### src/rtl/jesd_pattern_pkg.sv
// Shared types, phase encodings and the per-sample pattern function for the
// JESD TX pattern sequencer (optional loop mode: JESD_PATTERN_LOOP_EN).
package jesd_pattern_pkg;

  typedef enum logic [1:0] {
    ST_IDLE = 2'd0,
    ST_ID   = 2'd1,
    ST_RAMP = 2'd2,
    ST_DONE = 2'd3
  } state_t;

  localparam logic [1:0] PHASE_IDLE = 2'd0;
  localparam logic [1:0] PHASE_ID   = 2'd1;
  localparam logic [1:0] PHASE_RAMP = 2'd2;
  localparam logic [1:0] PHASE_DONE = 2'd3;

  // Widest sample container the pattern function can build; callers truncate.
  localparam int MAX_NP = 64;

  function automatic logic [1:0] phase_of(input state_t st);
    logic [1:0] ph;
    case (st)
      ST_ID:   ph = PHASE_ID;
      ST_RAMP: ph = PHASE_RAMP;
      ST_DONE: ph = PHASE_DONE;
      default: ph = PHASE_IDLE;
    endcase
    return ph;
  endfunction

  // ID: channel nibble replicated over the container.
  // RAMP: channel nibble on top, (count + index) mod 256 in the low byte.
  function automatic logic [MAX_NP-1:0] pattern_sample(
    input logic [1:0] ph,
    input logic [3:0] ch,
    input logic [7:0] idx,
    input logic [7:0] cnt_lsb,
    input int         np
  );
    logic [MAX_NP-1:0] s;
    s = '0;
    if (ph == PHASE_ID) begin
      for (int k = 0; k < MAX_NP / 4; k++) begin
        if (k < np / 4) s[4*k +: 4] = ch;
      end
    end else if (ph == PHASE_RAMP) begin
      s[7:0]      = cnt_lsb + idx;
      s[np-4 +: 4] = ch;
    end
    return s;
  endfunction

endpackage

### src/rtl/jesd_pattern_sample_gen.sv
// Registered builder of the full dac_data word; loads the beat the FSM will
// present next, clears to zero on abort.
module jesd_pattern_sample_gen
  import jesd_pattern_pkg::*;
#(
  parameter int NUM_CHANNELS        = 4,
  parameter int SAMPLES_PER_CHANNEL = 2,
  parameter int DMA_NP              = 16
) (
  input  logic                                              clk,
  input  logic                                              resetn,
  input  logic                                              load,
  input  logic                                              clear,
  input  logic [1:0]                                        phase,
  input  logic [7:0]                                        cnt_lsb,
  output logic [NUM_CHANNELS*SAMPLES_PER_CHANNEL*DMA_NP-1:0] data
);

  localparam int W = NUM_CHANNELS * SAMPLES_PER_CHANNEL * DMA_NP;

  logic [W-1:0] word_next;
  logic [W-1:0] data_reg;

  for (genvar gi = 0; gi < NUM_CHANNELS; gi++) begin : g_ch
    for (genvar gj = 0; gj < SAMPLES_PER_CHANNEL; gj++) begin : g_smp
      assign word_next[DMA_NP*(SAMPLES_PER_CHANNEL*gi+gj) +: DMA_NP] =
        DMA_NP'(pattern_sample(phase, 4'(gi), 8'(gj), cnt_lsb, DMA_NP));
    end
  end

  always_ff @(posedge clk or negedge resetn) begin
    if (!resetn)    data_reg <= '0;
    else if (clear) data_reg <= '0;
    else if (load)  data_reg <= word_next;
  end

  assign data = data_reg;

endmodule

### src/rtl/jesd_tx_pattern_sequencer.sv
// Handshaked two-phase (channel ID, then tagged ramp) TX test pattern source.
// Define JESD_PATTERN_LOOP_EN to loop RAMP back to ID instead of ending in DONE.
module jesd_tx_pattern_sequencer
  import jesd_pattern_pkg::*;
#(
  parameter int NUM_CHANNELS        = 4,
  parameter int SAMPLES_PER_CHANNEL = 2,
  parameter int DMA_NP              = 16,
  parameter int PHASE_BEATS         = 4
) (
  input  logic                                              clk,
  input  logic                                              resetn,
  input  logic                                              start,
  input  logic                                              stop,
  input  logic                                              dac_ready,
  output logic                                              dac_valid,
  output logic [NUM_CHANNELS*SAMPLES_PER_CHANNEL*DMA_NP-1:0] dac_data,
  output logic [1:0]                                        phase,
  output logic                                              busy,
  output logic                                              done
);

  localparam logic [15:0] LAST_BEAT = 16'(PHASE_BEATS - 1);
  localparam logic [15:0] CNT_STEP  = 16'(SAMPLES_PER_CHANNEL);

  state_t      state_reg, state_next;
  logic [15:0] beat_cnt_reg, beat_cnt_next;
  logic [15:0] sample_cnt_reg, sample_cnt_next;
  logic        gen_load, gen_clear;
  logic        accept, last_beat;

  assign accept    = dac_valid & dac_ready;
  assign last_beat = (beat_cnt_reg == LAST_BEAT);

  always_ff @(posedge clk or negedge resetn) begin
    if (!resetn) begin
      state_reg      <= ST_IDLE;
      beat_cnt_reg   <= '0;
      sample_cnt_reg <= '0;
    end else begin
      state_reg      <= state_next;
      beat_cnt_reg   <= beat_cnt_next;
      sample_cnt_reg <= sample_cnt_next;
    end
  end

  always_comb begin
    state_next      = state_reg;
    beat_cnt_next   = beat_cnt_reg;
    sample_cnt_next = sample_cnt_reg;
    gen_load        = 1'b0;
    gen_clear       = 1'b0;
    if (stop) begin
      state_next      = ST_IDLE;
      beat_cnt_next   = '0;
      sample_cnt_next = '0;
      gen_clear       = 1'b1;
    end else begin
      case (state_reg)
        ST_IDLE, ST_DONE: begin
          if (start) begin
            state_next      = ST_ID;
            beat_cnt_next   = '0;
            sample_cnt_next = '0;
            gen_load        = 1'b1;
          end
        end
        ST_ID: begin
          if (accept) begin
            sample_cnt_next = sample_cnt_reg + CNT_STEP;
            gen_load        = 1'b1;
            if (last_beat) begin
              state_next    = ST_RAMP;
              beat_cnt_next = '0;
            end else begin
              beat_cnt_next = beat_cnt_reg + 16'd1;
            end
          end
        end
        ST_RAMP: begin
          if (accept) begin
            sample_cnt_next = sample_cnt_reg + CNT_STEP;
            if (last_beat) begin
              beat_cnt_next = '0;
`ifdef JESD_PATTERN_LOOP_EN
              state_next    = ST_ID;
              gen_load      = 1'b1;
`else
              // dac_data deliberately keeps the final ramp beat in DONE
              state_next    = ST_DONE;
`endif
            end else begin
              beat_cnt_next = beat_cnt_reg + 16'd1;
              gen_load      = 1'b1;
            end
          end
        end
        default: state_next = ST_IDLE;
      endcase
    end
  end

  jesd_pattern_sample_gen #(
    .NUM_CHANNELS       (NUM_CHANNELS),
    .SAMPLES_PER_CHANNEL(SAMPLES_PER_CHANNEL),
    .DMA_NP             (DMA_NP)
  ) u_sample_gen (
    .clk    (clk),
    .resetn (resetn),
    .load   (gen_load),
    .clear  (gen_clear),
    .phase  (phase_of(state_next)),
    .cnt_lsb(sample_cnt_next[7:0]),
    .data   (dac_data)
  );

  assign phase     = phase_of(state_reg);
  assign busy      = (state_reg == ST_ID) || (state_reg == ST_RAMP);
  assign dac_valid = busy;
  assign done      = (state_reg == ST_DONE);

endmodule

### config.mk
export PLATFORM = sky130hd
export DESIGN_NAME = jesd_tx_pattern_sequencer
export DESIGN_NICKNAME = d
export VERILOG_FILES = /design/src/rtl/jesd_pattern_pkg.sv /design/src/rtl/jesd_pattern_sample_gen.sv /design/src/rtl/jesd_tx_pattern_sequencer.sv
export SDC_FILE = /design/constraint.sdc
export NUM_CORES = 1
export LEC_CHECK = 0
export ABC_AREA = 1
export BUFFER_PORTS_ARGS = -buffer_cell sky130_fd_sc_hd__buf_4
export CORE_ASPECT_RATIO = 0.7
export CORE_MARGIN = 2
export CORE_UTILIZATION = 30
export DETAILED_ROUTE_END_ITERATION = 7
export PLACE_DENSITY_LB_ADDON = 0.1
export SETUP_SLACK_MARGIN = 0.3
export SYNTH_ARGS = -nofsm -noshare
export SYNTH_HDL_FRONTEND = slang
export SYNTH_SLANG_ARGS = --single-unit
### constraint.sdc
create_clock -name clk -period 6.8 [get_ports clk]
set_input_delay 0.68 -clock clk [delete_from_list [all_inputs] [get_ports clk]]
set_output_delay 0.68 -clock clk [all_outputs]
set_load 0.02 [all_outputs]
## After elaboration in Yosys (flattened, before gate mapping)

Index checks and enable logic that the tools add are counted.

- Word-level logic and storage cells: 72
- Register bits: 162
- Bits of input ports: 5

- Reductions and logical operators: 6
- Bitwise gates (word level): 1
- Mux-type cells: 46
- Equal/unequal tests: 11
- Add/subtract/negate cells: 3

Operator list:

| cell | number |
|---|---|
| $mux 128 | 2 |
| $mux 16 | 7 |
| $mux 8 | 10 |
| $pmux 16 s2 | 2 |
| $mux 2 | 10 |
| $pmux 2 s3 | 3 |
| $add 16x1->16 const B | 1 |
| $add 16x2->16 const B | 1 |
| $eq 16x2->1 const B | 1 |
| $eq 2x2->1 const B | 5 |
| $mux 1 | 9 |
| $add 8x1->8 const B | 1 |
| $mux 4 | 2 |
| $eq 2x1->1 const B | 3 |
| $reduce_or 2->1 | 2 |
| $ne 3x1->1 const B | 1 |
| $ne 3x3->1 const B | 1 |
| $pmux 1 s3 | 1 |
| $logic_not 2->1 | 1 |
| $reduce_and 2->1 | 1 |
| $reduce_bool 2->1 | 1 |
| $and 1x1->1 | 1 |
| $logic_or 1x1->1 | 1 |

## Logic depth before layout (Yosys ltp)

Gate-level depths: netlist (run 1).

- Depth after elaboration: 13
- Gate-level depth with buffers: 18
- Depth with buffers taken out: 17

## Modules after synthesis

Synthesis (run 1) repeated with hierarchy kept, for this count alone.

- Cell total of the unflattened synthesis: 487
- Area, all modules: 3776.1 um2

Modules (own cells, without submodules):

| module | area each (um2) | cells each | instances | sequential area each (um2) |
|---|---|---|---|---|
| jesd_pattern_sample_gen | 2069.5 | 258 | 1 | 650.6 |
| jesd_tx_pattern_sequencer | 1706.6 | 229 | 1 | 650.6 |

## Worst setup path before layout (run 1)

OpenSTA, ideal clock, no wires.

- Path kind: register -> register
- Start point: reg state_reg[0]
- End point: reg u_sample_gen.data_reg[119], in the netlist u_sample_gen.data[119]
- Path buffers: 1
- Slack: 4.284 ns
- Data required time: 6.735 ns
- Clock period less this slack: 2.516 ns
- Cell stages (with the launch flop): 16
- Arrival: 2.451 ns
- Cells stage by stage: dfrtp_1 > inv_1 > ha_1 > buf_4 > nand2_2 > nor2_1 > o21a_1 > nand2_1 > nand3_1 > inv_1 > ha_1 > clkinv_1 > nand3_1 > nor2_2 > nand3_1 > nand2_1

- Word-level cells in the longest chain between the ends: 13

Ends and longest elaborated chain:

| element | RTL line | RTL |
|---|---|---|
| start: declaration | jesd_tx_pattern_sequencer.sv:26 | `state_t state_reg, state_next;` |
| start signal: assignment | jesd_tx_pattern_sequencer.sv:41 | `state_reg <= state_next;` |
| $eq 2x1->1 or $eq 2x2->1 (tied branches) | jesd_tx_pattern_sequencer.sv:118 | `assign busy = (state_reg == ST_ID) \|\| (state_reg == ST_RAMP);` |
| $logic_or 1x1->1 * | jesd_tx_pattern_sequencer.sv:118 |  |
| net busy | jesd_tx_pattern_sequencer.sv:19 | `output logic busy,` |
| $and 1x1->1 * | jesd_tx_pattern_sequencer.sv:32 | `assign accept = dac_valid & dac_ready;` |
| $mux 2 (on tied branches) | jesd_tx_pattern_sequencer.sv:81, jesd_tx_pattern_sequencer.sv:69 |  |
| $pmux 2 s3 * | jesd_tx_pattern_sequencer.sv:59 | `case (state_reg)` |
| $mux 2 * | jesd_tx_pattern_sequencer.sv:53 | `if (stop) begin` |
| net state_next[0] | jesd_tx_pattern_sequencer.sv:26 |  |
| $eq 2x2->1 or $eq 2x1->1 (tied branches) | jesd_pattern_pkg.sv:22 | `case (st)` |
| $pmux 2 s3 * | jesd_pattern_pkg.sv:22 |  |
| $eq 2x2->1 | jesd_pattern_pkg.sv:46 | `end else if (ph == PHASE_RAMP) begin` |
| $mux 8 | jesd_pattern_pkg.sv:46 |  |
| $mux 8 * | jesd_pattern_pkg.sv:42 | `if (ph == PHASE_ID) begin` |
| $mux 128 * | jesd_pattern_sample_gen.sv:34 | `else if (load) data_reg <= word_next;` |
| $mux 128 * | jesd_pattern_sample_gen.sv:33 | `else if (clear) data_reg <= '0;` |
| end signal: assignment | jesd_pattern_sample_gen.sv:34 |  |
| end: declaration | jesd_pattern_sample_gen.sv:22 | `logic [W-1:0] data_reg;` |

The timed path passes the listed nets; every way through them passes the cells marked *. The select of a mux whose other input is x is not followed.
A chain may end at the register's enable or synchronous reset.

## Worst setup path in the final report (run 1)

- Start point: reg state_reg[0]
- End point: reg u_sample_gen.data_reg[101], in the netlist u_sample_gen.data[101]

- Word-level cells in the longest chain between the ends: 13

Ends and longest elaborated chain:

| element | RTL line |
|---|---|
| $eq 2x1->1 or $eq 2x2->1 (tied branches) | jesd_tx_pattern_sequencer.sv:59, jesd_tx_pattern_sequencer.sv:118 |
| $logic_or 1x1->1 | jesd_tx_pattern_sequencer.sv:118 |
| $and 1x1->1 | jesd_tx_pattern_sequencer.sv:32 |
| $mux 2 (on tied branches) | jesd_tx_pattern_sequencer.sv:81, jesd_tx_pattern_sequencer.sv:69 |
| $pmux 2 s3 * | jesd_tx_pattern_sequencer.sv:59 |
| $mux 2 * | jesd_tx_pattern_sequencer.sv:53 |
| net state_next[0] | jesd_tx_pattern_sequencer.sv:26 |
| $eq 2x2->1 or $eq 2x1->1 (tied branches) | jesd_pattern_pkg.sv:22 |
| $pmux 2 s3 * | jesd_pattern_pkg.sv:22 |
| $eq 2x2->1 | jesd_pattern_pkg.sv:46 |
| $mux 8 | jesd_pattern_pkg.sv:46 |
| $mux 8 * | jesd_pattern_pkg.sv:42 |
| $mux 128 * | jesd_pattern_sample_gen.sv:34 |
| $mux 128 * | jesd_pattern_sample_gen.sv:33 |

Marks and branches as above.

==> results of run 1 <==
## cell type report
| cell class | count | area (µm²) |
|---|---|---|
| Inverter | 47 | 176 |
| Multi-Input combinational cell | 307 | 1470 |
| Sequential cell | 52 | 1300 |
| Tap cell | 157 | 196 |
| Clock buffer | 5 | 125 |
| Fill cell | 1265 | 7680 |
| Clock inverter | 3 | 27.5 |
| Timing Repair Buffer | 89 | 668 |
## kinds of logic after synthesis
group | count (synthesis)
fa+ha+maj | 10
simple gates | 209
xor+xnor | 4
compound gates | 36
buf+inv | 154
other cells | 1
flops | 52
## worst max path at each step
stage / from / to / slack, ps / cells after the start
global route: state_reg[0] / u_sample_gen.data[100] / 3420 / 13
floorplan: state_reg[0] / u_sample_gen.data[119] / 4280 / 15
CTS: state_reg[0] / u_sample_gen.data[101] / 3790 / 13
global placement: state_reg[0] / u_sample_gen.data[97] / 4020 / 13
detailed placement: state_reg[0] / u_sample_gen.data[101] / 3820 / 13
finish: state_reg[0] / u_sample_gen.data[101] / 3800 / 13
## power breakdown
| part | internal (mW) | switching, mW | leakage (nW) |
|---|---|---|---|
| Clock | 0.140 | 0.126 | 0.0719 |
| Sequential | 0.347 | 0.0442 | 0.719 |
| Combinational | 0.200 | 0.411 | 1.37 |
## layout by cell type (no fill, tap or decap), drive strengths merged, types with 6 or more instances in the layout
master / n
o21ai: 20
nor2: 40
nand3: 35
buf: 89
nand4: 9
ha: 10
conb: 48
nand2: 115
inv: 47
nor3: 6
a21oi: 10
dfrtp: 52
## routing by layer
metal,vias up,track usage,share of wire
li1,1388,-,-
met1,1320,0.211,0.53
met2,129,0.173,0.37
met3,2,0.0335,0.087
met4,0,0.0263,0.0048
met5,-,0,0
## worst max-delay path, delay by kind of cell (launching register included)
kind | cells | cell delay, ps
fa+ha+maj | 2 | 780
flops | 1 | 440
simple gates | 6 | 980
buf+inv | 3 | 490
compound gates | 2 | 240
==> flow_metrics.py, run 1 <==
metrics = {
    "die": {
        "fp.dieH_um": 95.2,
        "die_w_um": 134,
        "core_area_um2": 11600,
        "ios": 138,
        "start_util": 0.306,
        "num_rows": 33,
        "die_area_um2": 12800,
    },
    "sta": {
        "clock_skew_ps": 9.33,
        "period_share": 0.440,
        "tightest_slew_ps": 703,
        "relSlewSlack": 0.531,
        "setup_viol": 0,
        "period_minus_slack_ps": 3000,
        "whs_ps": 424,
        "setup_tns_ps": 0,
        "layout_setup_ws_ps": 3800,
        "hold_viol": 0,
        "drv_slew": 0,
        "grt_setup_unrepaired": "no",
        "fmax_mhz": 334,
    },
    "synth": {
        "yosysSeqAreaShare": 0.365,
        "synth_edf_count": 0,
        "synth_top_family_by_area": "buffers and inverters",
        "synth_compound_area_frac": 0.0562,
        "synth.area.mux_share": 0,
        "yosys.area_share.xor_xnor": 0.00983,
        "syn_area_per_cell_um2": 7.65,
        "synth_area_leaders": "dfrtp_1 (37%), buf_4 (22%), nand2_1 (12%), nand3_1 (4.8%), inv_1 (4.2%)",
        "synth.distinct_cells": 31,
        "synthSimpleGateAreaFrac": 0.260,
        "post-synth-top-count-cell": "nand2_1",
        "netlist_area_um2": 3560,
        "yosysWarnings": 0,
        "netlist_instances": 466,
        "synth_flop_cell": "dfrtp_1",
        "synthAdderAreaFrac": 0.0351,
        "synth_top_cell_area_share": 0.365,
        "async_reset_ff_frac": 1.00,
        "synth_common_cells": "nand2_1 (112), buf_4 (104), dfrtp_1 (52), inv_1 (40), nand3_1 (34)",
        "ys_ff_latch": 52,
        "yosysTopAreaCell": "dfrtp_1",
    },
    "setup_path": {
        "reg2reg_from": "state_reg[0]",
        "worst_r2r_endpoint": "u_sample_gen.data[101]",
        "critical_path_arrival_ps": 3230,
        "cp_cell_sequence": "inv_1 > ha_1 > nand2_2 > nor2_1 > o21ai_0 > nand2_1 > nand3_1 > inv_1 > ha_1 > clkinv_1 > nor2_1 > o21ai_0 > nand2_1",
        "start_kind": "register",
        "crit_fanout": 10,
        "r2r_slack_ps": 3800,
        "slowest_stage": "ha_1",
        "worstPathRequired_ps": 7030,
        "critPathKind": "reg -> reg",
        "reg2regPathDepth": 13,
        "crit_path_max_incr_delay_ps": 530,
        "endpoint_kind": "register",
    },
    "detailed_routing": {
        "vias_per_cell": 4.30,
        "drt_iter0_drc": 129,
        "drt_wl_total_mm": 8.37,
        "vias": 2839,
        "post_drt_wl_per_cell_um": 12.7,
        "drc": 0,
        "first_pass_iters": 4,
        "postRouteAntennaNets": 0,
    },
    "cells_and_area": {
        "nets": 517,
        "final_layout_size_suffix_gt1_frac": 0.237,
        "stdcell_area_um2": 3960,
        "areaGrowthSynthToFinish_pct": 11.2,
        "utilization": 0.340,
        "antenna_cells": 0,
        "largest_reg_flops": 26,
        "finalNonFillerCells": 660,
    },
    "cts": {
        "cts_buffer_depth": 2,
        "cts_setup_buffers": 0,
        "cts_hold_buf": 0,
        "cts_tree": "done",
        "root_buffer": "clkbuf_16",
        "clk_latency_ps": 300,
        "clock-sinks": 52,
        "cts_made_buffers": 5,
        "cts_max_level": 2,
        "cts-resized-gates": 0,
        "cts.clk_slew.worst_paths_ps": 70,
    },
    "hold_path": {
        "holdCritPathClass": "in -> async",
    },
    "placement": {
        "place.port_buffers": 89,
        "dp_hpwl_mm": 6.51,
        "placed_cell_area_um2": 3810,
        "gp_congestion": 0.853,
        "place_ws_ps": 3820,
        "placed_cells": 652,
    },
    "power_and_ir_drop": {
        "ir_drop_mv": 0.117,
        "finalPower_mw": 1.27,
        "power.density_nw_per_um2": 320,
        "leakagePower_nw": 2.16,
    },
    "global_routing": {
        "grt.overflow.total": 0,
        "track_usage": 0.132,
        "antenna_found_initial": 0,
        "grt_pass1_vias": 2451,
        "grt_start_max_net_pins": 53,
        "grt_pass1_wl_mm": 13.2,
    },
    "status": {
        "outcome": "completed",
    },
    "flow_run": {
        "maxCapViolCount": 0,
    },
}
No activity file was read; power rests on OpenSTA's default activity.
==> inputs of run 2 (changes only) <==
- clock period: 6.8 -> 2.46 ns (I/O delays scaled with it)
==> flow_metrics.py, run 2 (synthesis gave the netlist of run 1 again) <==
metrics = {
    "power_and_ir_drop": {
        "p_switching_mw": 1.75,
        "p_int_mw": 2.17,
        "pwr-share-comb": 0.540,
        "ir_drop_mv": 0.357,
        "swShare": 0.446,
        "power.density_nw_per_um2": 903,
        "leakagePower_nw": 2.31,
        "p_clk_frac": 0.187,
        "power_frac_seq": 0.272,
    },
    "detailed_routing": {
        "first_pass_iters": 4,
        "drt_iter0_drc": 96,
        "drt_wl_total_mm": 8.63,
        "vias_per_cell": 4.27,
        "post_drt_wl_per_cell_um": 12.5,
        "postRouteAntennaNets": 0,
        "vias": 2936,
        "drc": 0,
    },
    "die": {
        "die_area_um2": 12800,
        "num_rows": 33,
        "start_util": 0.306,
        "ios": 138,
        "core_area_um2": 11600,
        "die_w_um": 134,
        "fp.dieH_um": 95.2,
    },
    "hold_path": {
        "holdCritPathClass": "in -> async",
    },
    "setup_path": {
        "crit_fanout": 4,
        "critPathKind": "reg -> reg",
        "endpoint_kind": "register",
        "critical_path_arrival_ps": 2310,
        "reg2reg_from": "beat_cnt_reg[0]",
        "worstPathRequired_ps": 2650,
        "start_kind": "register",
        "worstSetupStartpoint": "beat_cnt_reg[0]",
    },
    "cells_and_area": {
        "antenna_cells": 0,
        "utilization": 0.373,
        "nets": 545,
        "final_layout_size_suffix_gt1_frac": 0.326,
        "final_cell_mix": "buf_4 (115), nand2_1 (110), dfrtp_1 (51), conb_1 (48), inv_1 (33)",
        "final_common_cell": "buf_4",
        "finalNonFillerCells": 688,
        "areaGrowthSynthToFinish_pct": 21.8,
        "largest_reg_flops": 26,
    },
    "sta": {
        "relSlewSlack": 0.537,
        "period_minus_slack_ps": 2120,
        "fmax_mhz": 472,
        "whs_ps": -23.4,
        "drv_slew": 0,
        "setup_tns_ps": 0,
        "setup_viol": 0,
        "grt_setup_unrepaired": "yes",
        "period_share": 0.862,
        "clock_skew_ps": 6.79,
        "hold_viol": 18,
        "tightest_slew_ps": 695,
    },
    "cts": {
        "clk_latency_ps": 300,
        "cts_tree": "done",
        "root_buffer": "clkbuf_16",
        "cts.clk_slew.worst_paths_ps": 80,
        "clock-sinks": 52,
        "cts_made_buffers": 5,
        "cts_buffer_depth": 2,
        "cts_hold_buf": 0,
        "cts_max_level": 2,
    },
    "status": {
        "violations": "hold timing",
        "outcome": "finished, violations left",
    },
    "global_routing": {
        "grt.overflow.total": 0,
        "grt_start_max_net_pins": 53,
        "grt_pass1_wl_mm": 13.6,
        "grt_pass1_vias": 2619,
        "track_usage": 0.134,
        "antenna_found_initial": 0,
    },
    "flow_run": {
        "maxCapViolCount": 0,
    },
    "placement": {
        "gp_congestion": 0.845,
        "place.port_buffers": 89,
        "placed_cells": 660,
        "dp_hpwl_mm": 6.41,
    },
}
run 2: cell types whose count changed in the layout (fill, tap and decap cells not counted), sizes merged:
cell	delta
buf	+28
run 2: through the flow:
step                      area (µm²)  total power [mW]  hold WS, ps  worst slack, ps
after floorplan                 3780              2.48        -49.6              318
after global placement          3920              2.91          348             79.6
after detailed placement        3920              2.90          343             71.1
after CTS                       4190              3.79         28.7              301
after global routing            4340              4.19         37.9              148
final                           4340              3.92        -23.4              340
run 2: area by class of cell:
type | instances | area [µm²]
Clock buffer | 5 | 125
Clock inverter | 3 | 27.5
Fill cell | 1246 | 7300
Inverter | 47 | 181
Multi-Input combinational cell | 307 | 1610
Sequential cell | 52 | 1300
Tap cell | 157 | 196
Timing Repair Buffer | 117 | 895
run 2: final timing paths:
path | cells past startpoint | to | slack (ps)
setup / recovery | 15 | u_sample_gen.data[116] | 340
hold / removal | 1 | beat_cnt_reg[11] | -20
setup reg to reg | 15 | u_sample_gen.data[116] | 340
hold reg to reg | 2 | u_sample_gen.data[96] | 510
max in group asynchronous | 1 | state_reg[0] | 1950
min in group clk | 2 | sample_cnt_reg[6] | 230
run 2: repair_timing:
| action | in CTS | in global routing |
|---|---|---|
| setup buffers | 11 | 9 |
| pin swaps | 7 | 15 |
| setup endpoints to repair | 24 | 25 |
| resized for setup | 13 | 23 |
run 2: metal layers:
layer  share of wire  wire length (µm)  track usage
met3           0.068               584       0.0191
met1            0.55              4720        0.213
met2            0.38              3240        0.184
met5               0                 0            0
met4          0.0099                85       0.0360
run 2: power groups by stage:
stage | logic (mW) | clock network [mW] | registers [mW]
4_1_cts | 1.96 | 0.753 | 1.07
3_5_place_dp | 1.80 | 0 | 1.10
5_1_grt | 2.30 | 0.800 | 1.09
2_1_floorplan | 1.32 | 0 | 1.16
6_report | 2.12 | 0.735 | 1.07
3_3_place_gp | 1.82 | 0 | 1.09
run 2: worst max-delay path, cell delays in order (launching register included):
cell and delay [ps]:
dfrtp_1 370, ha_2 200, nand3_2 100, nor2_4 140
nand2_2 80, nor2_4 100, o21ai_0 90, nand2_1 90
nand3_2 80, buf_6 140, ha_4 180, buf_4 160
nand3_1 110, nand2_1 70, nand2_1 70, nand2_1 50
